[src/rtl/frame_port_arbiter.sv]
// rtl/frame_port_arbiter.sv - single-port frame memory arbiter: raster fill writer vs. priority display reads
// A completed frame is held (writes blocked) until the display side releases it.
module frame_port_arbiter #(
  parameter int FRAME_W = 220,
  parameter int FRAME_H = 165,
  parameter int ADDR_W  = 16
) (
  input  logic              clk_i,
  input  logic              reset_i,
  input  logic              wr_valid_i,
  input  logic [7:0]        wr_data_i,
  output logic              wr_ready_o,
  input  logic              rd_req_i,
  input  logic [9:0]        PxOut_i,
  input  logic [9:0]        LineOut_i,
  output logic              rd_valid_o,
  output logic [7:0]        rd_data_o,
  input  logic              frame_release_i,
  output logic              frame_done_o,
  output logic [ADDR_W-1:0] wr_index_o,
  output logic              mem_en_o,
  output logic              mem_we_o,
  output logic [ADDR_W-1:0] mem_addr_o,
  output logic [7:0]        mem_wdata_o,
  input  logic [7:0]        mem_rdata_i
);

  localparam logic [ADDR_W-1:0] LAST_IDX = ADDR_W'(FRAME_W * FRAME_H - 1);

  typedef enum logic {FILL = 1'b0, HOLD = 1'b1} state_t;

  state_t              state_q, state_d;
  logic [ADDR_W-1:0]   wr_index_q, wr_index_d;
  logic                frame_done_q;
  logic                mem_en_q, mem_we_q;
  logic [ADDR_W-1:0]   mem_addr_q;
  logic [7:0]          mem_wdata_q;
  logic                rd_p1_q, rd_p1_oor_q, rd_p2_q, rd_p2_oor_q;
  logic                rd_valid_q;
  logic [7:0]          rd_data_q;

  logic                wr_fire, last_px, rd_in_range;
  logic [ADDR_W+3:0]   rd_addr_full;

  assign wr_fire = wr_valid_i && wr_ready_o;
  assign last_px = wr_fire && (wr_index_q == LAST_IDX);

  assign rd_addr_full = (ADDR_W+4)'(LineOut_i) * (ADDR_W+4)'(FRAME_W) + (ADDR_W+4)'(PxOut_i);
  assign rd_in_range  = (PxOut_i < 10'(FRAME_W)) && (LineOut_i < 10'(FRAME_H));

  always_ff @(posedge clk_i) begin
    if (reset_i) state_q <= FILL;
    else         state_q <= state_d;
  end

  always_comb begin
    state_d = state_q;
    case (state_q)
      FILL:    if (last_px) state_d = HOLD;
      HOLD:    if (frame_release_i) state_d = FILL;
      default: state_d = FILL;
    endcase
  end

  // Reads always win the port, so the writer is held off combinationally by rd_req_i.
  always_comb begin
    wr_ready_o = (state_q == FILL) && !rd_req_i && !reset_i;
  end

  always_comb begin
    wr_index_d = wr_index_q;
    if (wr_fire) wr_index_d = last_px ? '0 : wr_index_q + 1'b1;
  end

  always_ff @(posedge clk_i) begin
    if (reset_i) begin
      wr_index_q   <= '0;
      frame_done_q <= 1'b0;
      mem_en_q     <= 1'b0;
      mem_we_q     <= 1'b0;
      mem_addr_q   <= '0;
      mem_wdata_q  <= '0;
      rd_p1_q      <= 1'b0;
      rd_p1_oor_q  <= 1'b0;
      rd_p2_q      <= 1'b0;
      rd_p2_oor_q  <= 1'b0;
      rd_valid_q   <= 1'b0;
      rd_data_q    <= '0;
    end else begin
      wr_index_q   <= wr_index_d;
      frame_done_q <= last_px;
      mem_en_q     <= 1'b0;
      mem_we_q     <= 1'b0;
      if (rd_req_i) begin
        if (rd_in_range) begin
          mem_en_q   <= 1'b1;
          mem_addr_q <= rd_addr_full[ADDR_W-1:0];
        end
      end else if (wr_fire) begin
        mem_en_q    <= 1'b1;
        mem_we_q    <= 1'b1;
        mem_addr_q  <= wr_index_q;
        mem_wdata_q <= wr_data_i;
      end
      // Out-of-range requests still walk the pipeline so the return latency stays fixed.
      rd_p1_q     <= rd_req_i;
      rd_p1_oor_q <= rd_req_i && !rd_in_range;
      rd_p2_q     <= rd_p1_q;
      rd_p2_oor_q <= rd_p1_oor_q;
      rd_valid_q  <= rd_p2_q;
      if (rd_p2_q) rd_data_q <= rd_p2_oor_q ? 8'h00 : mem_rdata_i;
    end
  end

  assign rd_valid_o   = rd_valid_q;
  assign rd_data_o    = rd_data_q;
  assign frame_done_o = frame_done_q;
  assign wr_index_o   = wr_index_q;
  assign mem_en_o     = mem_en_q;
  assign mem_we_o     = mem_we_q;
  assign mem_addr_o   = mem_addr_q;
  assign mem_wdata_o  = mem_wdata_q;

endmodule
[config.mk]
export PLATFORM = sky130hd
export DESIGN_NAME = frame_port_arbiter
export DESIGN_NICKNAME = d
export VERILOG_FILES = /design/src/rtl/frame_port_arbiter.sv
export SDC_FILE = /design/constraint.sdc
export NUM_CORES = 1
export LEC_CHECK = 0
export ABC_CLOCK_PERIOD_IN_PS = 4000
export BUFFER_PORTS_ARGS = -buffer_cell sky130_fd_sc_hd__clkbuf_2
export CORE_ASPECT_RATIO = 0.6
export CORE_MARGIN = 8
export CORE_UTILIZATION = 55
export CTS_CLUSTER_SIZE = 25
export DETAILED_ROUTE_END_ITERATION = 16
export HOLD_SLACK_MARGIN = 0.02
export PLACE_DENSITY = 0.81
export REMOVE_ABC_BUFFERS = 1
export SYNTH_ARGS = -nofsm -noshare
export SYNTH_HDL_FRONTEND = slang
export SYNTH_SLANG_ARGS = --single-unit
[constraint.sdc]
create_clock -name clk_i -period 4 [get_ports clk_i]
set_clock_uncertainty 0.05 [all_clocks]
set_input_delay 0.2 -clock clk_i [delete_from_list [all_inputs] [get_ports clk_i]]
set_output_delay 0.2 -clock clk_i [all_outputs]
set_load 0.02 [all_outputs]
==> results of run 1 <==
-- per-layer routing --
metal  wire length [um]  track usage [%]
met1               4840             27.2
met2               5220             34.6
met3                760             4.97
met4                153             5.36
met5                  0                0
-- flip-flops by register name, summed over array words and instances (netlist names) --
name          flops
mem_we_o          1
mem_addr_o       16
state_q           1
mem_wdata_o       8
frame_done_o      1
rd_p1_q           1
wr_index_o       16
rd_p1_oor_q       1
rd_data_o         8
rd_p2_oor_q       1
rd_p2_q           1
rd_valid_o        1
mem_en_o          1
-- cells in the mapped netlist, drive strengths merged --
cell	number
dfxtp	57
inv	55
nor2	48
a21oi	42
ha	41
nand2	36
fa	22
xnor2	19
nor2b	18
xor2	17
a211oi	13
nand3	12
o21ai	11
mux2i	10
clkbuf	9
nand4	7
buf	6
a21o	5
nor3	5
nor3b	3
nor4	3
o211ai	3
o21a	3
o22ai	3
or3	3
a31oi	2
nand3b	2
nor4b	2
o21bai	2
or4	2
a2111oi	1
a21boi	1
a22oi	1
and2	1
and3	1
clkinv	1
nand2b	1
o2111ai	1
o311a	1
or2	1
-- worst min-delay path by stage --
stage                                             end  slack [ps]  cells past startpoint
after floorplan           mem_addr_o[12]$_SDFFE_PP0P_         210                      1
after global placement    mem_wdata_o[4]$_SDFFE_PP0P_         370                      3
after detailed placement       rd_p2_oor_q$_SDFF_PP0_         370                      1
after CTS                 mem_wdata_o[7]$_SDFFE_PP0P_          50                      3
after global routing      mem_wdata_o[7]$_SDFFE_PP0P_          70                      3
final                     mem_wdata_o[0]$_SDFFE_PP0P_          50                      3
-- critical path: cells and delay by family --
family / cells / cell delay (ps)
multiplexers: 1 / 100
buffers and inverters: 5 / 370
adder cells (fa/ha/maj): 5 / 1970
AND/OR/NAND/NOR: 3 / 540
AO/OA/AOI/OAI: 3 / 610
XOR/XNOR: 1 / 120
-- stage by stage --
stage	setup slack [ps]	instances
final	266	676
after global routing	59.6	676
after CTS	280	676
after detailed placement	-32.7	660
after global placement	121	660
after floorplan	370	456
-- cell families after synthesis --
logic type / count (synthesis)
xor gates and xnor gates: 36
buffers and inverters: 71
DFF: 57
and+or+nand+nor: 145
muxes: 10
adders and majority gates: 63
AOI/OAI and AO/OA: 89
-- layout make-up --
type,count,area (sq um),share of cell area [%]
Multi-Input combinational cell,343,2690,54.2
Sequential cell,57,1140,23.0
Timing Repair Buffer,100,518,10.4
Clock buffer,13,260,5.24
Inverter,56,211,4.26
Tap cell,104,130,2.62
Clock inverter,3,15.0,0.302
-- power by group --
part	leakage, nW	internal (mW)	switching (mW)
Clock	0.139	0.449	0.245
Sequential	0.463	0.591	0.0138
Combinational	1.74	0.608	0.744
Total	2.34	1.65	1.00
==> results.yml, run 1 <==
run:
  cap_violations: 0
setup_path:
  crit_start: "LineOut_i[2]"
  timing.rr.start: "state_q$_SDFF_PP0_"
  critPathArrivalTime_ps: 3920
  r2r_end: "wr_index_o[2]$_SDFFE_PP0P_"
  r2r_setup_slack_ps: 1440
  crit_type: "in -> reg"
  critPathMaxFanout: 5
  start_kind: "input port"
  crit_chain: "clkbuf_2, inv_1, fa_1, inv_1, ha_1, ha_1, inv_1, fa_1, inv_1, ha_1, a21oi_1, nor2b_1, nor4_1, o21bai_1, nand3_1, xnor2_1, mux2i_1, a211oi_2"
  reg2reg_depth: 7
  cp_slowest_cell: "fa_1"
  cpMostUsedCell: "inv_1"
  cp-end-kind: "flop"
  crit_end: "mem_addr_o[12]$_SDFFE_PP0P_"
  worstPathRequired_ps: 4190
  cp_slowest_stage_delay_ps: 540
global_route:
  grt_remaining_overflow: 0
  gr-usage-all-layers_pct: 21.1
  antenna_found_initial: 0
  grt_pass1_wl_mm: 18.1
  grt_pass1_vias: 3574
  grt_max_degree: 42
sta:
  setup_viol: 0
  hold_viol: 0
  drv_slew: 0
  whs_ps: 52.6
  fin_crit_ps: 3730
  max_freq_mhz: 268
  setup_tns_ps: 0
  rsz0062_at_grt: "no"
  tightest_slew_ps: 881
  relSlewSlack_pct: 41.2
  fin_crit_sh_pct: 93.4
place:
  port_buffers: 93
  dpl.hpwl_mm: 8.36
  place.gp.congestion: 0.867
  placed_area_sq_um: 4690
final_layout:
  final_common_cell: "clkbuf_2"
  n_fill_cell: 581
  final_nets: 671
  drive_above_1_share_pct: 22.7
  final_util_pct: 68.4
  insertedDiodeCount: 0
  syn_to_final_growth_pct: 20.4
  final_cell_area_sq_um: 4970
  final_cell_mix: "93 x clkbuf_2, 57 x dfxtp_1, 55 x inv_1"
synth:
  synth-compound-area-share_pct: 14.1
  synth-xor-area-share_pct: 7.65
  yosysTopAreaCellShare_pct: 27.7
  yosysSeqAreaShare_pct: 27.7
  synth_top_family_by_area: "adder cells"
  synthAdderAreaFrac_pct: 23.1
  synth_top_area_cell: "dfxtp_1"
  syn_inst: 471
  yosysUniqueCellTypes: 54
  syn-mean-instance-area_sq_um: 8.76
  synth_simple_gate_area_share_pct: 18.0
  synth_area_leaders: "dfxtp_1 28%, ha_1 12%, fa_1 11%, a21oi_1 5.1%, inv_1 5.0%"
  netlist_area_sq_um: 4120
  ys_warn_count: 0
  synth_mux_area_share_pct: 2.43
  synth_seq_cells: 57
floorplanning:
  rows: 24
  start_util_pct: 56.7
  core_area_sq_um: 7270
  io_pins: 94
  die_h_um: 83.1
  die_area_sq_um: 10600
  die_width_um: 128
worst_hold_path:
  hold_start: "wr_data_i[0]"
  worstHoldPathType: "in -> reg"
pwr:
  powerDensity_nw_per_um2: 534
  leakage_nw: 2.34
  total_power_mw: 2.65
  peakVddDrop_mv: 0.310
cts:
  postCtsSetupBuffers: 0
  worst_skew_pair.late_latency_ps: 320
  root_buffer: "clkbuf_16"
  clock-sinks: 57
  postCtsHoldBufs: 0
  cts_buffer_depth: 2
  clkTransAtPathRegs_ps: 50
  cts_resized: 0
  cts_inserted_buffers: 9
  cts_tree: "built"
  htree_levels: 3
routing:
  drc: 0
  ant_nets: 0
  wirelength_mm: 11.0
  viasPerCell: 5.42
  drt_first_iter_violations: 262
  wl_per_cell_um: 16.2
  drtPass1Iterations: 5
  vias: 3667
outcome:
  outcome: "complete, no violations"
Power figures use the tool's default switching activity.
==> inputs of run 2 (changes only) <==
--- a/config.mk
+++ b/config.mk
@@ -12,7 +12,7 @@
 export CORE_UTILIZATION = 55
 export CTS_CLUSTER_SIZE = 25
 export DETAILED_ROUTE_END_ITERATION = 16
-export HOLD_SLACK_MARGIN = 0.02
+export HOLD_SLACK_MARGIN = 0.15
 export PLACE_DENSITY = 0.81
 export REMOVE_ABC_BUFFERS = 1
 export SYNTH_ARGS = -nofsm -noshare
==> run 2 against run 1 <==
Sequential share of layout area fell by 0.76 points. Setup slack worse by 41 ps. Cell count increased by 2.5%. Largest power group unchanged. First-iteration DRC count up 29%. Critical path type unchanged. Core utilization up 2.3 points. Highest routed layer unchanged. Global-route usage grew 1.3 points. Routed wire length is 6.8% higher. Die area did not move. Non-clock buffer count is 17 higher. Hold slack improved by 160 ps. Final area is 3.4% higher.
==> results.yml, run 2 (synthesis results as in run 1) <==
cts:
  postCtsSetupBuffers: 0
  cts_buffer_depth: 2
  worst_skew_pair.late_latency_ps: 320
  htree_levels: 3
  clkTransAtPathRegs_ps: 50
  cts_inserted_buffers: 9
  cts_tree: "built"
  root_buffer: "clkbuf_16"
  clock-sinks: 57
pwr:
  power_frac_comb_pct: 51.2
  p_clk_share_pct: 26.1
  switchingPower_mw: 1.01
  seq_power_share_pct: 22.6
  p_int_mw: 1.66
  swShare_pct: 37.9
  leakage_nw: 2.42
  total_power_mw: 2.67
  peakVddDrop_mv: 0.310
  powerDensity_nw_per_um2: 520
floorplanning:
  rows: 24
  io_pins: 94
  start_util_pct: 56.7
  die_width_um: 128
  core_area_sq_um: 7270
  die_area_sq_um: 10600
  die_h_um: 83.1
sta:
  whs_ps: 214
  fin_crit_sh_pct: 94.4
  setup_viol: 0
  relSlewSlack_pct: 39.2
  fin_crit_ps: 3770
  setup_tns_ps: 0
  max_freq_mhz: 265
  drv_slew: 0
  hold_viol: 0
  tightest_slew_ps: 912
  final.setup.worst_slack_ps: 225
  rsz0062_at_grt: "no"
worst_hold_path:
  holdPathEnd: "mem_addr_o[1]$_SDFFE_PP0P_"
  worstHoldPathType: "in -> reg"
  hold_path_depth: 3
  hold_start: "PxOut_i[1]"
setup_path:
  crit_family: "adder cells"
  critPathArrivalTime_ps: 3960
  crit_chain: "clkbuf_2, inv_1, fa_1, inv_1, ha_1, ha_1, inv_1, fa_1, inv_1, ha_1, a21oi_1, nor2b_1, nor4_1, o21bai_1, nand3_1, xnor2_1, mux2i_1, a211oi_2"
  crit_type: "in -> reg"
  crit_start: "LineOut_i[2]"
  timing.rr.start: "state_q$_SDFF_PP0_"
  start_kind: "input port"
  r2r_setup_slack_ps: 1390
  r2r_end: "wr_index_o[2]$_SDFFE_PP0P_"
  cp-end-kind: "flop"
  worstPathRequired_ps: 4190
  critPathMaxFanout: 5
  cp_slowest_stage_delay_ps: 540
  cp_slowest_cell: "fa_1"
  reg2reg_depth: 7
  cp.depth: 18
  cpMostUsedCell: "inv_1"
  cp_num_buf_inv: 5
routing:
  drtPass1Iterations: 7
  viasPerCell: 5.47
  wl_per_cell_um: 16.9
  ant_nets: 0
  wirelength_mm: 11.7
  drt_first_iter_violations: 337
  drc: 0
  vias: 3794
final_layout:
  syn_to_final_growth_pct: 24.6
  instances_no_fill: 693
  final_util_pct: 70.7
  drive_above_1_share_pct: 22.1
  final_cell_mix: "93 x clkbuf_2, 57 x dfxtp_1, 55 x inv_1"
  insertedDiodeCount: 0
  n_fill_cell: 538
  final_common_cell: "clkbuf_2"
  final_cell_area_sq_um: 5140
  final_nets: 688
global_route:
  grt_pass1_wl_mm: 19.2
  gr-usage-all-layers_pct: 22.4
  grt_max_degree: 42
  grt_pass1_vias: 3746
  grt_remaining_overflow: 0
  antenna_found_initial: 0
place:
  numPlacedInstances: 660
  place.gp.congestion: 0.867
  port_buffers: 93
  post-place-ws_ps: -32.7
  placed_area_sq_um: 4690
  dpl.hpwl_mm: 8.36
outcome:
  outcome: "complete, no violations"
run:
  cap_violations: 0
[run 2: cell count changes in the layout (fill, tap and decap cells not counted), sizes merged]
cell and change:
dlygate4sd3 +17
[run 2: tightest hold or removal path: stages]
cell	delay, ps
clkbuf_2	80
mux2i_1	160
a211oi_1	100
[run 2: how the worst max path moves through the flow]
stage                                        to
floorplan           mem_addr_o[12]$_SDFFE_PP0P_
global placement    mem_addr_o[12]$_SDFFE_PP0P_
detailed placement  mem_addr_o[12]$_SDFFE_PP0P_
CTS                 mem_addr_o[12]$_SDFFE_PP0P_
global route        mem_addr_o[12]$_SDFFE_PP0P_
finish              mem_addr_o[12]$_SDFFE_PP0P_
[run 2: final cells by class]
cell class	instances	area [sq um]	area share [%]
flip-flops and latches	57	1140	22.2
multi-input cells	343	2690	52.4
clock inverters	3	15.0	0.292
repair buffers	117	688	13.4
inverters	56	211	4.12
clock buffers	13	260	5.07
well taps	104	130	2.53
[run 2: what timing repair did]
item / in CTS / in global routing
hold buffers: 17 / 0
gates resized for setup: 0 / 0
hold endpoints to repair: 17 / 0
[run 2: power groups by stage]
stage	Clock, mW	Sequential, mW	Combinational [mW]
finish	0.698	0.605	1.37
global route	0.728	0.607	1.53
CTS	0.694	0.605	1.36
detailed placement	0	0.615	1.33
global placement	0	0.614	1.29
floorplan	0	0.636	1.02
[run 2: per-layer routing]
layer	vias to the layer above	wire length, um	track usage [%]
met5	-	0	0
met4	0	325	8.05
met3	29	797	5.48
met2	164	5610	36.6
met1	1799	5000	28.2
li1	1802	-	-
